### config.mk
export PLATFORM = sky130hd
export DESIGN_NAME = pipe_hazard_ctrl
export DESIGN_NICKNAME = d
export VERILOG_FILES = /design/src/rtl/pipe_ctrl_pkg.sv /design/src/rtl/hazard_lu_detect.sv /design/src/rtl/pipe_hazard_ctrl.sv
export SDC_FILE = /design/constraint.sdc
export NUM_CORES = 1
export LEC_CHECK = 0
export CAP_MARGIN = 5
export CORE_ASPECT_RATIO = 1.2
export CORE_UTILIZATION = 55
export DETAILED_ROUTE_END_ITERATION = 8
export DONT_BUFFER_PORTS = 1
export PLACE_DENSITY = 0.75
export SYNTH_ARGS = -nofsm -noshare
export SYNTH_HDL_FRONTEND = slang
export SYNTH_SLANG_ARGS = --single-unit
### constraint.sdc
create_clock -name clk -period 2.4 [get_ports clk]
set_input_delay 0.72 -clock clk [delete_from_list [all_inputs] [get_ports clk]]
set_output_delay 0.72 -clock clk [all_outputs]
set_load 0.02 [all_outputs]
### src/rtl/pipe_ctrl_pkg.sv
// Shared encodings for the pipeline stall/flush sequencer and its helpers.
package pipe_ctrl_pkg;

  typedef enum logic [1:0] {
    ST_RUN        = 2'b00,
    ST_DMEM_WAIT  = 2'b01,
    ST_HALT_DRAIN = 2'b10,
    ST_HALTED     = 2'b11
  } ctrl_state_e;

  localparam logic [4:0]  OPC_HALT  = 5'b00000;
  localparam logic [15:0] NOP_INSTR = 16'h0800;
  localparam int          DRAIN_W   = 3;

endpackage

### src/rtl/hazard_lu_detect.sv
// Load-use comparator: EX load whose destination is read by the ID instruction.
// r0 is an ordinary register here, so a match on r0 still counts.
module hazard_lu_detect #(
  parameter int REG_W = 3
) (
  input  logic [REG_W-1:0] ID_rs,
  input  logic [REG_W-1:0] ID_rt,
  input  logic             ID_rs_used,
  input  logic             ID_rt_used,
  input  logic [REG_W-1:0] EX_rd,
  input  logic             EX_mem_read,
  input  logic             EX_reg_write,
  output logic             lu
);

  assign lu = EX_mem_read & EX_reg_write &
              ((ID_rs_used & (ID_rs == EX_rd)) | (ID_rt_used & (ID_rt == EX_rd)));

endmodule

### src/rtl/pipe_hazard_ctrl.sv
// Central stall/flush sequencer for the 5-stage pipeline.
//   state         | meaning
//   ST_RUN        | normal issue; branch > load-use > halt > fetch-wait priority
//   ST_DMEM_WAIT  | whole pipe frozen on a data access; resolves like RUN once ready
//   ST_HALT_DRAIN | HALT decoded, younger work flushed while older work drains
//   ST_HALTED     | program finished; PC held and fetch flushed until reset
module pipe_hazard_ctrl
  import pipe_ctrl_pkg::*;
#(
  parameter int DRAIN_CYCLES = 4,
  parameter int REG_W        = 3,
  parameter int CNT_W        = 16
) (
  input  logic             clk,
  input  logic             rst,
  input  logic [REG_W-1:0] ID_rs,
  input  logic [REG_W-1:0] ID_rt,
  input  logic             ID_rs_used,
  input  logic             ID_rt_used,
  input  logic [REG_W-1:0] EX_rd,
  input  logic             EX_mem_read,
  input  logic             EX_reg_write,
  input  logic             br_taken_ex,
  input  logic             halt_id,
  input  logic             i_mem_busy,
  input  logic             d_mem_busy,
  output logic             stall_pc,
  output logic             stall_decode,
  output logic             flush_fetch,
  output logic             inst_stall,
  output logic             d_Stall,
  output logic             bubble_ex,
  output logic             halted,
  output logic [CNT_W-1:0] stall_cycles
);

  localparam logic [DRAIN_W-1:0] DRAIN_LOAD = DRAIN_W'(DRAIN_CYCLES - 1);

  ctrl_state_e        state_q, state_d;
  logic [DRAIN_W-1:0] drain_q, drain_d;
  logic [CNT_W-1:0]   stall_cnt_q;
  logic               lu;
  logic               pc_hold, dec_hold, ff, istall, dstall, bub, hlt;

  hazard_lu_detect #(.REG_W(REG_W)) u_lu (
    .ID_rs        (ID_rs),
    .ID_rt        (ID_rt),
    .ID_rs_used   (ID_rs_used),
    .ID_rt_used   (ID_rt_used),
    .EX_rd        (EX_rd),
    .EX_mem_read  (EX_mem_read),
    .EX_reg_write (EX_reg_write),
    .lu           (lu)
  );

  always_ff @(posedge clk) begin
    if (rst) begin
      state_q     <= ST_RUN;
      drain_q     <= '0;
      stall_cnt_q <= '0;
    end else begin
      state_q <= state_d;
      drain_q <= drain_d;
      if (pc_hold && (stall_cnt_q != '1))
        stall_cnt_q <= stall_cnt_q + 1'b1;
    end
  end

  always_comb begin
    state_d  = state_q;
    drain_d  = drain_q;
    pc_hold  = 1'b0;
    dec_hold = 1'b0;
    ff       = 1'b0;
    istall   = 1'b0;
    dstall   = 1'b0;
    bub      = 1'b0;
    hlt      = 1'b0;
    case (state_q)
      // DMEM_WAIT freezes exactly like RUN's top priority and falls through to
      // RUN resolution in the cycle the data access completes.
      ST_RUN, ST_DMEM_WAIT: begin
        if (d_mem_busy) begin
          dstall  = 1'b1;
          pc_hold = 1'b1;
          state_d = ST_DMEM_WAIT;
        end else begin
          state_d = ST_RUN;
          if (br_taken_ex) begin
            ff  = 1'b1;
            bub = 1'b1;
          end else if (lu) begin
            pc_hold  = 1'b1;
            dec_hold = 1'b1;
            bub      = 1'b1;
          end else if (halt_id) begin
            pc_hold = 1'b1;
            ff      = 1'b1;
            drain_d = DRAIN_LOAD;
            state_d = ST_HALT_DRAIN;
          end else if (i_mem_busy) begin
            pc_hold = 1'b1;
            istall  = 1'b1;
          end
        end
      end
      ST_HALT_DRAIN: begin
        if (d_mem_busy) begin
          dstall  = 1'b1;
          pc_hold = 1'b1;
        end else if (br_taken_ex) begin
          ff      = 1'b1;
          bub     = 1'b1;
          drain_d = '0;
          state_d = ST_RUN;
        end else begin
          pc_hold = 1'b1;
          ff      = 1'b1;
          // Leave on the decrement that reaches zero so halted appears
          // DRAIN_CYCLES cycles after the HALT was decoded.
          if (drain_q <= DRAIN_W'(1)) begin
            drain_d = '0;
            state_d = ST_HALTED;
          end else begin
            drain_d = drain_q - 1'b1;
          end
        end
      end
      ST_HALTED: begin
        hlt     = 1'b1;
        pc_hold = 1'b1;
        ff      = 1'b1;
      end
      default: state_d = ST_RUN;
    endcase
  end

  assign stall_pc     = pc_hold  & ~rst;
  assign stall_decode = dec_hold & ~rst;
  assign flush_fetch  = ff       & ~rst;
  assign inst_stall   = istall   & ~rst;
  assign d_Stall      = dstall   & ~rst;
  assign bubble_ex    = bub      & ~rst;
  assign halted       = hlt      & ~rst;
  assign stall_cycles = rst ? '0 : stall_cnt_q;

endmodule

# == Word level (Yosys, flattened, before mapping) ==
# Index checks and enable logic that the tools add are counted.
# op_classes
n_addsub,2
n_lt_le_gt_ge,1
n_eq_ne,12
muxes,48
bitwise,13
reduce_logical,7
# op_table
op,n
$mux W1,28
$mux W3,7
$add A16 B1 Y16 const B,1
$mux W16,1
$ne A16 B16 Y1 const B,1
$mux W2,7
$and A1 B1 Y1,11
$ne A2 B2 Y1 const B,5
$eq A3 B3 Y1,2
$pmux W1 S3,2
$pmux W3 S2,1
$reduce_and A6 Y1,1
$eq A2 B2 Y1 const B,2
$pmux W2 S2,1
$le A3 B1 Y1 const B,1
$ne A3 B3 Y1 const B,1
$reduce_and A3 Y1,1
$reduce_or A3 Y1,1
$sub A3 B1 Y3 const B,1
$eq A2 B1 Y1 const B,1
$logic_not A2 Y1,1
$pmux W1 S2,1
$reduce_bool A2 Y1,1
$reduce_or A2 Y1,1
3 further kinds,3
# totals
regBits,21
in_bits,19
wordCells,86

# == Longest topological paths before layout ==
# Gate-level depths: netlist (run 1).
# logic_depth
word_depth,9
mapped_depth,7
depth_no_buf,7

# == Modules after synthesis ==
# From an unflattened synthesis (run 1), not the netlist that was laid out.
# hier_totals
hier_cells,176
area_unflattened_um2,1465.2
# modules_own_cells
module,n_inst,cells_per_inst,area_each_um2
pipe_hazard_ctrl,1,166,1391.3
hazard_lu_detect,1,10,73.8

# == Worst setup path before layout (run 1) ==
# Ideal clock, no wire load.
# synth_path
path_type,input to output
startpoint,in EX_rd[0]
endpoint,out bubble_ex
arrival_ps,1880
required_time_ps,1680
path_slack_ps,-200
cell_stages,6
n_path_buf,0
cell_sequence,xnor2_1 -> nand4_1 -> nand2_1 -> nand3_1 -> a21o_1 -> a21boi_0
# synth_between
elab_chain_len,9
elab_cells_between_ends,11
cone_classes,eq/ne: 2; mux: 4; bitwise: 5
# synth_rtl
item,line,rtl
start: declaration,pipe_hazard_ctrl.sv:20,"input logic [REG_W-1:0] EX_rd,"
$eq A3 B3 Y1,hazard_lu_detect.sv:17,((ID_rs_used & (ID_rs == EX_rd)) | (ID_rt_used & (ID_rt == EX_rd)));
$and A1 B1 Y1,hazard_lu_detect.sv:17,
$or A1 B1 Y1 (*),hazard_lu_detect.sv:17,
$and A1 B1 Y1 (*),hazard_lu_detect.sv:16,assign lu = EX_mem_read & EX_reg_write &
$mux W1 (*),pipe_hazard_ctrl.sv:92,end else if (lu) begin
$mux W1 (*),pipe_hazard_ctrl.sv:89,if (br_taken_ex) begin
$mux W1 (*),pipe_hazard_ctrl.sv:83,if (d_mem_busy) begin
$pmux W1 S2 (*),pipe_hazard_ctrl.sv:79,case (state_q)
$and A1 B1 Y1 (*),pipe_hazard_ctrl.sv:143,assign bubble_ex = bub & ~rst;
end: declaration,pipe_hazard_ctrl.sv:32,"output logic bubble_ex,"
# Every way passes the cells marked *; elsewhere a longest branch is shown, timed or not.

# == Worst setup path after layout (run 1) ==
# layout_path
startpoint,in EX_rd[1]
endpoint,out bubble_ex
# The elaborated chain is that of the path after synthesis.

==> results of run 1 <==
==> power groups by stage <==
stage / Sequential (uW) / Combinational (uW) / Clock, uW
after floorplan: 376 / 109 / 0
after global placement: 380 / 117 / 0
after detailed placement: 381 / 124 / 0
after CTS: 373 / 128 / 176
after global routing: 376 / 158 / 185
final: 374 / 144 / 173
==> kinds of logic after synthesis <==
group	share of synthesized area, %
and+or+nand+nor	36.4
buffers and inverters	4.54
DFF	29.9
AOI/OAI and AO/OA	9.62
muxes	9.35
xor gates and xnor gates	7.48
adders and majority gates	2.67
==> routing by layer <==
layer / part of all wire, % / routed length, um / GRT usage (%)
met5: 0 / 0 / 0
met4: 1.0 / 32 / 7.14
met3: 4.7 / 146 / 4.75
met2: 54 / 1670 / 40.4
met1: 40 / 1240 / 25.5
==> Yosys cell counts <==
library cell	number
a21boi_0	1
nor3b_4	1
a221oi_1	1
nor3_1	2
nor2_1	26
a21oi_1	4
mux2_1	6
mux2_2	3
and3_1	4
inv_1	5
dfxtp_1	21
and4_1	2
mux2i_1	3
nand3_1	5
a2bb2oi_1	1
xnor2_1	12
clkbuf_1	4
nor4_1	8
buf_6	1
nor3_4	1
o41ai_1	1
nand2b_1	4
ha_1	3
nand2_1	9
o21ai_0	6
o211ai_1	1
nand4_1	9
nor4b_1	1
a31oi_1	1
and2_1	1
a21o_1	1
nor2b_1	18
o31ai_1	1
buf_1	1
a211oi_1	1
a311oi_2	1
and3b_1	1
buf_2	3
==> final cells by class <==
type	count	area [um^2]	share of cell area, %
Clock buffer	3	22.5	1.38
Clock inverter	1	5.00	0.307
Inverter	5	18.8	1.15
Multi-Input combinational cell	139	1040	64.1
Sequential cell	21	420	25.8
Tap cell	31	38.8	2.38
Timing Repair Buffer	10	78.8	4.84
==> what timing repair did <==
item                       in CTS  in global routing
resized for setup               3                 10
pin swaps                       5                  2
setup buffers                   0                  1
setup endpoints to repair       3                  4
cloned                          0                  0
==> registers in the layout, summed over array words and instances, names as in the netlist <==
signal       count
drain_q          3
stall_cnt_q     16
state_q          2
==> stage by stage <==
| step | area, um^2 | hold WS (ns) |
|---|---|---|
| floorplan | 1420 | 0.460 |
| global placement | 1490 | 0.478 |
| detailed placement | 1490 | 0.503 |
| CTS | 1530 | 0.467 |
| global route | 1630 | 0.464 |
| finish | 1630 | 0.470 |
==> final timing paths <==
| check | endpoint | slack [ns] | depth (start not counted) |
|---|---|---|---|
| worst max-delay path | bubble_ex | -0.04 | 7 |
| worst min-delay path | stall_cnt_q[8]$_SDFFE_PP0P_ | 0.47 | 1 |
| worst max register to register | stall_cnt_q[3]$_SDFFE_PP0P_ | 0.38 | 5 |
| worst min register to register | drain_q[1]$_SDFFE_PP0P_ | 0.53 | 2 |
==> impl_metrics.json, run 1 <==
{
  "outcome": "finished, violations left",
  "violations": "setup timing",
  "n_fill_cell": 182,
  "die_x_um": 48.1,
  "clockRootBuffer": "clkbuf_4",
  "fin_crit_ns": 2.44,
  "die_area_mm2": 0.00276,
  "layoutNonFillerInstCount": 210,
  "yosysWarnings": 0,
  "p_int_uw": 495,
  "htree_levels": 1,
  "power_frac_comb_pct": 20.9,
  "dr.first_iter.drc_count": 27,
  "clk_path_buf_depth": 2,
  "dr.pass1.iters": 4,
  "rsz0062_at_grt": "yes",
  "cts_sinks": 21,
  "core_area_mm2": 0.00235,
  "cp-start-kind": "input pin",
  "vias": 1264,
  "syn-num-nets": 196,
  "cpLargestDelayFamily": "simple AND/OR/NAND/NOR gates",
  "grt_pass1_wl_um": 4700,
  "viasPerCell": 6.02,
  "clkPwrFrac_pct": 25.0,
  "area_delta_synth_final_pct": 15.9,
  "hold_path_startpoint": "rst",
  "leakagePower_uw": 0.000649,
  "final_common_cell": "nor2_1",
  "period_share_pct": 102,
  "pwr-share-seq_pct": 54.1,
  "track_usage_pct": 22.8,
  "yosysTopAreaCellShare_pct": 29.9,
  "slowest_stage": "a21o_1",
  "reg2reg_from": "state_q[1]$_SDFFE_PP0P_",
  "timing_hold_violations_final": 0,
  "max_slew.worst_pin.slew_ns": 0.512,
  "drc": 0,
  "fmax_mhz": 410,
  "num_rows": 19,
  "clkTransAtPathRegs_ns": 0.13,
  "ir_drop_uv": 391,
  "grt_max_degree": 43,
  "place.gp.congestion": 0.813,
  "detail_route.wirelength_um": 3090,
  "drv_cap": 0,
  "grt_pass1_vias": 1173,
  "end_kind": "output pin",
  "slew_headroom_pct": 65.5,
  "gr-total-overflow": 0,
  "nNetsFinal": 202,
  "crit_buf_inv": 1,
  "timing_worst_setup_path_type": "input pin to output pin",
  "finalCoreUtilization_pct": 69.2,
  "tns_ns": -0.0455,
  "yosys.area.top_type": "dfxtp_1",
  "ys_types": 38,
  "power.density_mw_per_mm2": 424,
  "cpPeakStageDelay_ns": 0.19,
  "portBuffers": 0,
  "worst_slack_ns": -0.0414,
  "routedWlPerCell_um": 14.7,
  "start_util_pct": 59.7,
  "dp_cells": 205,
  "final_layout_size_suffix_gt1_share_pct": 16.8,
  "min_path_type": "input pin to flop",
  "startpoint": "EX_rd[1]",
  "clock_latency_ns": 0.30,
  "power_switching_uw": 195,
  "die_y_um": 57.4,
  "final_cell_mix": "nor2_1, dfxtp_1, nor2b_1",
  "critPathMaxFanout": 3,
  "slew_viol_final": 0,
  "worstPathCellList": "xnor2_4, nand4_1, nand2_1, nand3_2, a21o_1, a21boi_1, buf_4",
  "syn_inst": 174,
  "setup_violations": 2,
  "cp.arrival_ns": 1.72,
  "holdBufCountCts": 0,
  "ant_nets": 0,
  "diodes": 0,
  "synth_area_leaders": "dfxtp_1, nor2b_1, xnor2_1",
  "ys_ff_latch": 21,
  "final.setup_skew_ns": 0.00386,
  "pre_cts_slack_ns": -0.0881,
  "total_power_uw": 690,
  "dpl.hpwl_um": 2260,
  "io_pins": 42,
  "cts_tree": "built",
  "yosysSeqAreaShare_pct": 29.9,
  "synth.avg_cell_area_um2": 8.08,
  "antenna_found_initial": 0,
  "cts-buffers-inserted": 3,
  "worstPathRequired_ns": 1.68,
  "syn_area_mm2": 0.00141,
  "switching_share_pct": 28.3
}
Note: power is estimated with default switching activity, not from simulation.
==> run 2: changes to the inputs <==
CTS_BUF_LIST = sky130_fd_sc_hd__clkbuf_4 sky130_fd_sc_hd__clkbuf_8 sky130_fd_sc_hd__clkbuf_16   (was not set)
PLACE_DENSITY = 0.7   (was 0.75)
==> run 2 against run 1 <==
Net effect: the flow still finishes with violations (setup timing); register-to-register slack improved by 0.03 ns; sequential share of layout area increased by 0.51 points; total power decreased by 0.98%; critical path depth unchanged; count of clock-buffer cells in the layout unchanged; utilization decreased by 1.3 points; critical path type unchanged; final cell count unchanged.
==> impl_metrics.json, run 2 (synthesis results as in run 1) <==
{
  "largest_reg_flops": 16,
  "final_common_cell": "nor2_1",
  "total_power_uw": 684,
  "cts-buffers-inserted": 3,
  "gr-total-overflow": 0,
  "cts_sinks": 21,
  "ir_drop_uv": 340,
  "final.setup_skew_ns": 0.00290,
  "num_rows": 19,
  "r2r_cells": 6,
  "die_x_um": 48.1,
  "portBuffers": 0,
  "top_register": "stall_cnt_q",
  "io_pins": 42,
  "nNetsFinal": 202,
  "violations": "setup timing",
  "slowest_stage": "a21o_1",
  "clk_path_buf_depth": 2,
  "antenna_found_initial": 0,
  "place.gp.congestion": 0.873,
  "routedWlPerCell_um": 14.9,
  "htree_levels": 1,
  "final_cell_mix": "nor2_1, dfxtp_1, nor2b_1",
  "clockRootBuffer": "clkbuf_4",
  "die_area_mm2": 0.00276,
  "max_slew.worst_pin.slew_ns": 0.502,
  "fmax_mhz": 410,
  "reg2reg_from": "state_q[1]$_SDFFE_PP0P_",
  "tns_ns": -0.0681,
  "dr_wl_met2_um": 1600,
  "vias": 1278,
  "leakagePower_uw": 0.000632,
  "highest_layer": "met4",
  "viasPerCell": 6.09,
  "worst_slack_ns": -0.0395,
  "dr.pass1.iters": 4,
  "r2r_slack_ns": 0.41,
  "die_y_um": 57.4,
  "reg_top3": "stall_cnt_q (16), drain_q (3), state_q (2)",
  "r2r-end": "stall_cnt_q[5]$_SDFFE_PP0P_",
  "cts_tree": "built",
  "clkTransAtPathRegs_ns": 0.12,
  "diodes": 0,
  "crit_end": "bubble_ex",
  "ant_nets": 0,
  "min_path_type": "input pin to flop",
  "rsz0062_at_grt": "yes",
  "power.density_mw_per_mm2": 428,
  "period_share_pct": 102,
  "setup_violations": 2,
  "outcome": "finished, violations left",
  "worstPathCellList": "xnor2_4, nand4_1, nand2_1, nand3_2, a21o_1, a21boi_1, buf_4",
  "area_delta_synth_final_pct": 13.6,
  "cp-start-kind": "input pin",
  "worstPathRequired_ns": 1.68,
  "end_kind": "output pin",
  "start_util_pct": 59.7,
  "drv_cap": 0,
  "dpl.hpwl_um": 2270,
  "clock_latency_ns": 0.30,
  "cp.arrival_ns": 1.72,
  "hold_path_startpoint": "rst",
  "wl_met3_um": 162,
  "critPathMaxFanout": 3,
  "startpoint": "ID_rt[2]",
  "grt_max_degree": 43,
  "detail_route.wirelength_um": 3120,
  "fin_crit_ns": 2.44,
  "dr.first_iter.drc_count": 40,
  "slew_viol_final": 0,
  "finalCoreUtilization_pct": 67.8,
  "slew_headroom_pct": 66.5,
  "grt_pass1_wl_um": 4970,
  "wl_met1_um": 1270,
  "track_usage_pct": 24.3,
  "timing_worst_setup_path_type": "input pin to output pin",
  "cpPeakStageDelay_ns": 0.17,
  "grt_pass1_vias": 1213,
  "drc": 0,
  "core_area_mm2": 0.00235,
  "n_fill_cell": 198,
  "final_layout_size_suffix_gt1_share_pct": 16.8,
  "timing_hold_violations_final": 0
}
run 2: cell counts in the layout (fill, tap and decap cells not counted):
No cell type changed its count.
run 2: power breakdown:
group | leakage, uW | total (uW) | internal, uW | switching (uW)
logic | 0.000444 | 137 | 66.7 | 70.4
clock network | 0.0000177 | 174 | 62.2 | 111
registers | 0.000170 | 373 | 361 | 12.3
total | 0.000632 | 684 | 490 | 194
run 2: worst min path at each step:
stage	endpoint	slack, ns	cells past startpoint
global route	stall_cnt_q[14]$_SDFFE_PP0P_	0.46	1
finish	stall_cnt_q[13]$_SDFFE_PP0P_	0.47	1
floorplan	drain_q[1]$_SDFFE_PP0P_	0.46	2
CTS	drain_q[2]$_SDFFE_PP0P_	0.46	1
detailed placement	drain_q[1]$_SDFFE_PP0P_	0.50	2
global placement	drain_q[1]$_SDFFE_PP0P_	0.48	2
run 2: final cells by class:
| class | instances | area, um^2 | area share (%) |
|---|---|---|---|
| Multi-Input combinational cell | 139 | 1010 | 63.4 |
| Timing Repair Buffer | 10 | 78.8 | 4.94 |
| Inverter | 5 | 18.8 | 1.18 |
| Tap cell | 31 | 38.8 | 2.43 |
| Clock buffer | 3 | 22.5 | 1.41 |
| Sequential cell | 21 | 420 | 26.3 |
| Clock inverter | 1 | 5.00 | 0.313 |
run 2: per-layer routing:
metal	vias to the layer above	global-route usage (%)
met2	52	39.0
met5	-	0
met4	0	15.5
met1	589	27.8
li1	624	-
met3	13	4.75
run 2: stage by stage:
stage	worst slack (ns)	cell area (um^2)	instances	hold WS (ns)
floorplan	-0.0717	1420	174	0.460
global placement	0.0138	1490	205	0.477
detailed placement	-0.0713	1490	205	0.498
CTS	0.00118	1530	209	0.460
global route	-0.0899	1600	210	0.456
finish	-0.0395	1600	210	0.470
run 2: what timing repair did:
| item | CTS | global route |
|---|---|---|
| pin swaps | 5 | 6 |
| hold buffers | 0 | 0 |
| buffers inserted | 0 | 1 |
| endpoints found under the setup margin | 3 | 5 |
| gates resized for setup | 3 | 8 |
run 2: worst max-delay path: cells and delay by family:
family	cells	cell delay, ns
simple gates	3	0.37
compound gates	2	0.32
buf+inv	1	0.16
xor+xnor	1	0.15
==> run 3: changes to the inputs <==
clock period = 2.88 ns   (was 2.4 ns; I/O delays follow)
==> run 3 against run 2 <==
Net effect: the run now ends clean; first-iteration DRC count decreased by 43%; worst hold slack improved by 0.049 ns; final cell count decreased by 1.9%; non-clock buffer count decreased by 4; combinational power decreased by 28%; utilization decreased by 5.1 points; routed wire length decreased by 8.3%; worst setup slack improved by 0.20 ns; die area unchanged; critical path depth unchanged; design area decreased by 7.5%; total power decreased by 19%; largest power group unchanged.
==> impl_metrics.json, run 3 (synthesis results as in run 1) <==
{
  "outcome": "complete, no violations",
  "final_layout_size_suffix_gt1_share_pct": 9.71,
  "dr.first_iter.drc_count": 23,
  "max_slew.worst_pin.slew_ns": 0.659,
  "n_fill_cell": 228,
  "ir_drop_uv": 235,
  "grt_max_degree": 43,
  "leakagePower_uw": 0.000574,
  "layoutNonFillerInstCount": 206,
  "top_register": "stall_cnt_q",
  "slew_headroom_pct": 55.7,
  "largest_reg_flops": 16,
  "nNetsFinal": 198,
  "final.setup_skew_ns": 0.00274,
  "detail_route.wirelength_um": 2860,
  "timing_worst_setup_path_type": "input pin to output pin",
  "register_area_um2": 420,
  "cp-start-kind": "input pin",
  "die_y_um": 57.4,
  "die_x_um": 48.1,
  "dr_wl_met2_um": 1520,
  "fmax_mhz": 368,
  "wl_met3_um": 153,
  "ant_nets": 0,
  "worstPathRequired_ns": 2.02,
  "timing_hold_violations_final": 0,
  "finalCoreUtilization_pct": 62.7,
  "grt_pass1_vias": 1221,
  "num_rows": 19,
  "drv_cap": 0,
  "io_pins": 42,
  "slew_viol_final": 0,
  "dp_cells": 202,
  "period_share_pct": 94.3,
  "gr-total-overflow": 0,
  "clock_latency_ns": 0.30,
  "vias": 1219,
  "wl_met1_um": 1150,
  "antenna_found_initial": 0,
  "htree_levels": 1,
  "tns_ns": 0,
  "diodes": 0,
  "die_area_mm2": 0.00276,
  "min_path_type": "flop to flop",
  "highest_layer": "met4",
  "clockRootBuffer": "clkbuf_4",
  "cp.arrival_ns": 1.85,
  "clkTransAtPathRegs_ns": 0.11,
  "place.gp.congestion": 0.790,
  "end_kind": "output pin",
  "routedWlPerCell_um": 13.9,
  "portBuffers": 0,
  "total_power_uw": 551,
  "cts_tree": "built",
  "final_cell_mix": "nor2_1, dfxtp_1, nor2b_1",
  "track_usage_pct": 22.7,
  "dpl.hpwl_um": 2260,
  "clk_path_buf_depth": 2,
  "start_util_pct": 59.7,
  "cts-buffers-inserted": 3,
  "post_cts_buffers": 0,
  "cts_sinks": 21,
  "critPathMaxFanout": 5,
  "reg_top3": "stall_cnt_q (16), drain_q (3), state_q (2)",
  "core_area_mm2": 0.00235,
  "area_delta_synth_final_pct": 5.08,
  "multi_input_area_um2": 926,
  "fin_crit_ns": 2.72,
  "power.density_mw_per_mm2": 373,
  "final_common_cell": "nor2_1",
  "setup_violations": 0,
  "viasPerCell": 5.92,
  "grt_pass1_wl_um": 4600,
  "dr.pass1.iters": 4,
  "rsz0062_at_grt": "no",
  "drc": 0
}
[run 3: cell count changes in the layout (fill, tap and decap cells not counted), moves of 2 or more]
| cell | previous run | this run |
|---|---|---|
| xnor2_4 | 2 | 0 |
| xnor2_1 | 7 | 12 |
| buf_4 | 9 | 6 |
| xnor2_2 | 3 | 0 |
[run 3: cell type report]
type                            count  share of cell area (%)
Inverter                            5                    1.27
Tap cell                           31                    2.63
Timing Repair Buffer                6                    3.05
Sequential cell                    21                    28.5
Clock buffer                        3                    1.53
Multi-Input combinational cell    139                    62.7
Clock inverter                      1                   0.339
[run 3: what timing repair did]
action | 4_1_cts | 5_1_grt
setup endpoints to repair | 0 | 2
hold endpoints to repair | 0 | 0
hold buffers | 0 | 0
gates resized for setup | 0 | 1
[run 3: path summary, 6_finish.rpt]
kind | depth (start not counted) | end | slack [ns] | from
worst min-delay path | 2 | drain_q[1]$_SDFFE_PP0P_ | 0.52 | drain_q[1]$_SDFFE_PP0P_
worst min register to register | 2 | drain_q[1]$_SDFFE_PP0P_ | 0.52 | drain_q[1]$_SDFFE_PP0P_
worst max register to register | 7 | stall_cnt_q[7]$_SDFFE_PP0P_ | 0.76 | state_q[1]$_SDFFE_PP0P_
worst max-delay path | 7 | bubble_ex | 0.16 | EX_rd[1]
[run 3: report_power, final]
| part | internal, uW | total (uW) | switching, uW |
|---|---|---|---|
| registers | 301 | 311 | 10.2 |
| logic | 43.2 | 98.3 | 55.0 |
| clock network | 51.8 | 142 | 90.0 |
| total | 396 | 551 | 155 |
[run 3: routing by layer]
layer / global-route usage, % / vias up
met5: 0 / -
li1: - / 617
met1: 23.3 / 560
met4: 9.52 / 0
met3: 5.38 / 6
met2: 40.8 / 36
[run 3: stage by stage]
step / cell area (um^2) / worst slack (ns) / hold WS [ns]
after floorplan: 1410 / 0.00872 / 0.460
after global placement: 1440 / 0.181 / 0.476
final: 1480 / 0.163 / 0.519
after detailed placement: 1440 / 0.113 / 0.493
after global routing: 1480 / 0.00659 / 0.550
after CTS: 1470 / 0.107 / 0.522
[run 3: critical path: stages]
cell and delay, ns:
xnor2_1 0.16, nand4_1 0.13, nand2_1 0.11, nand3_2 0.12
a21o_1 0.19, a21boi_1 0.14, buf_4 0.16
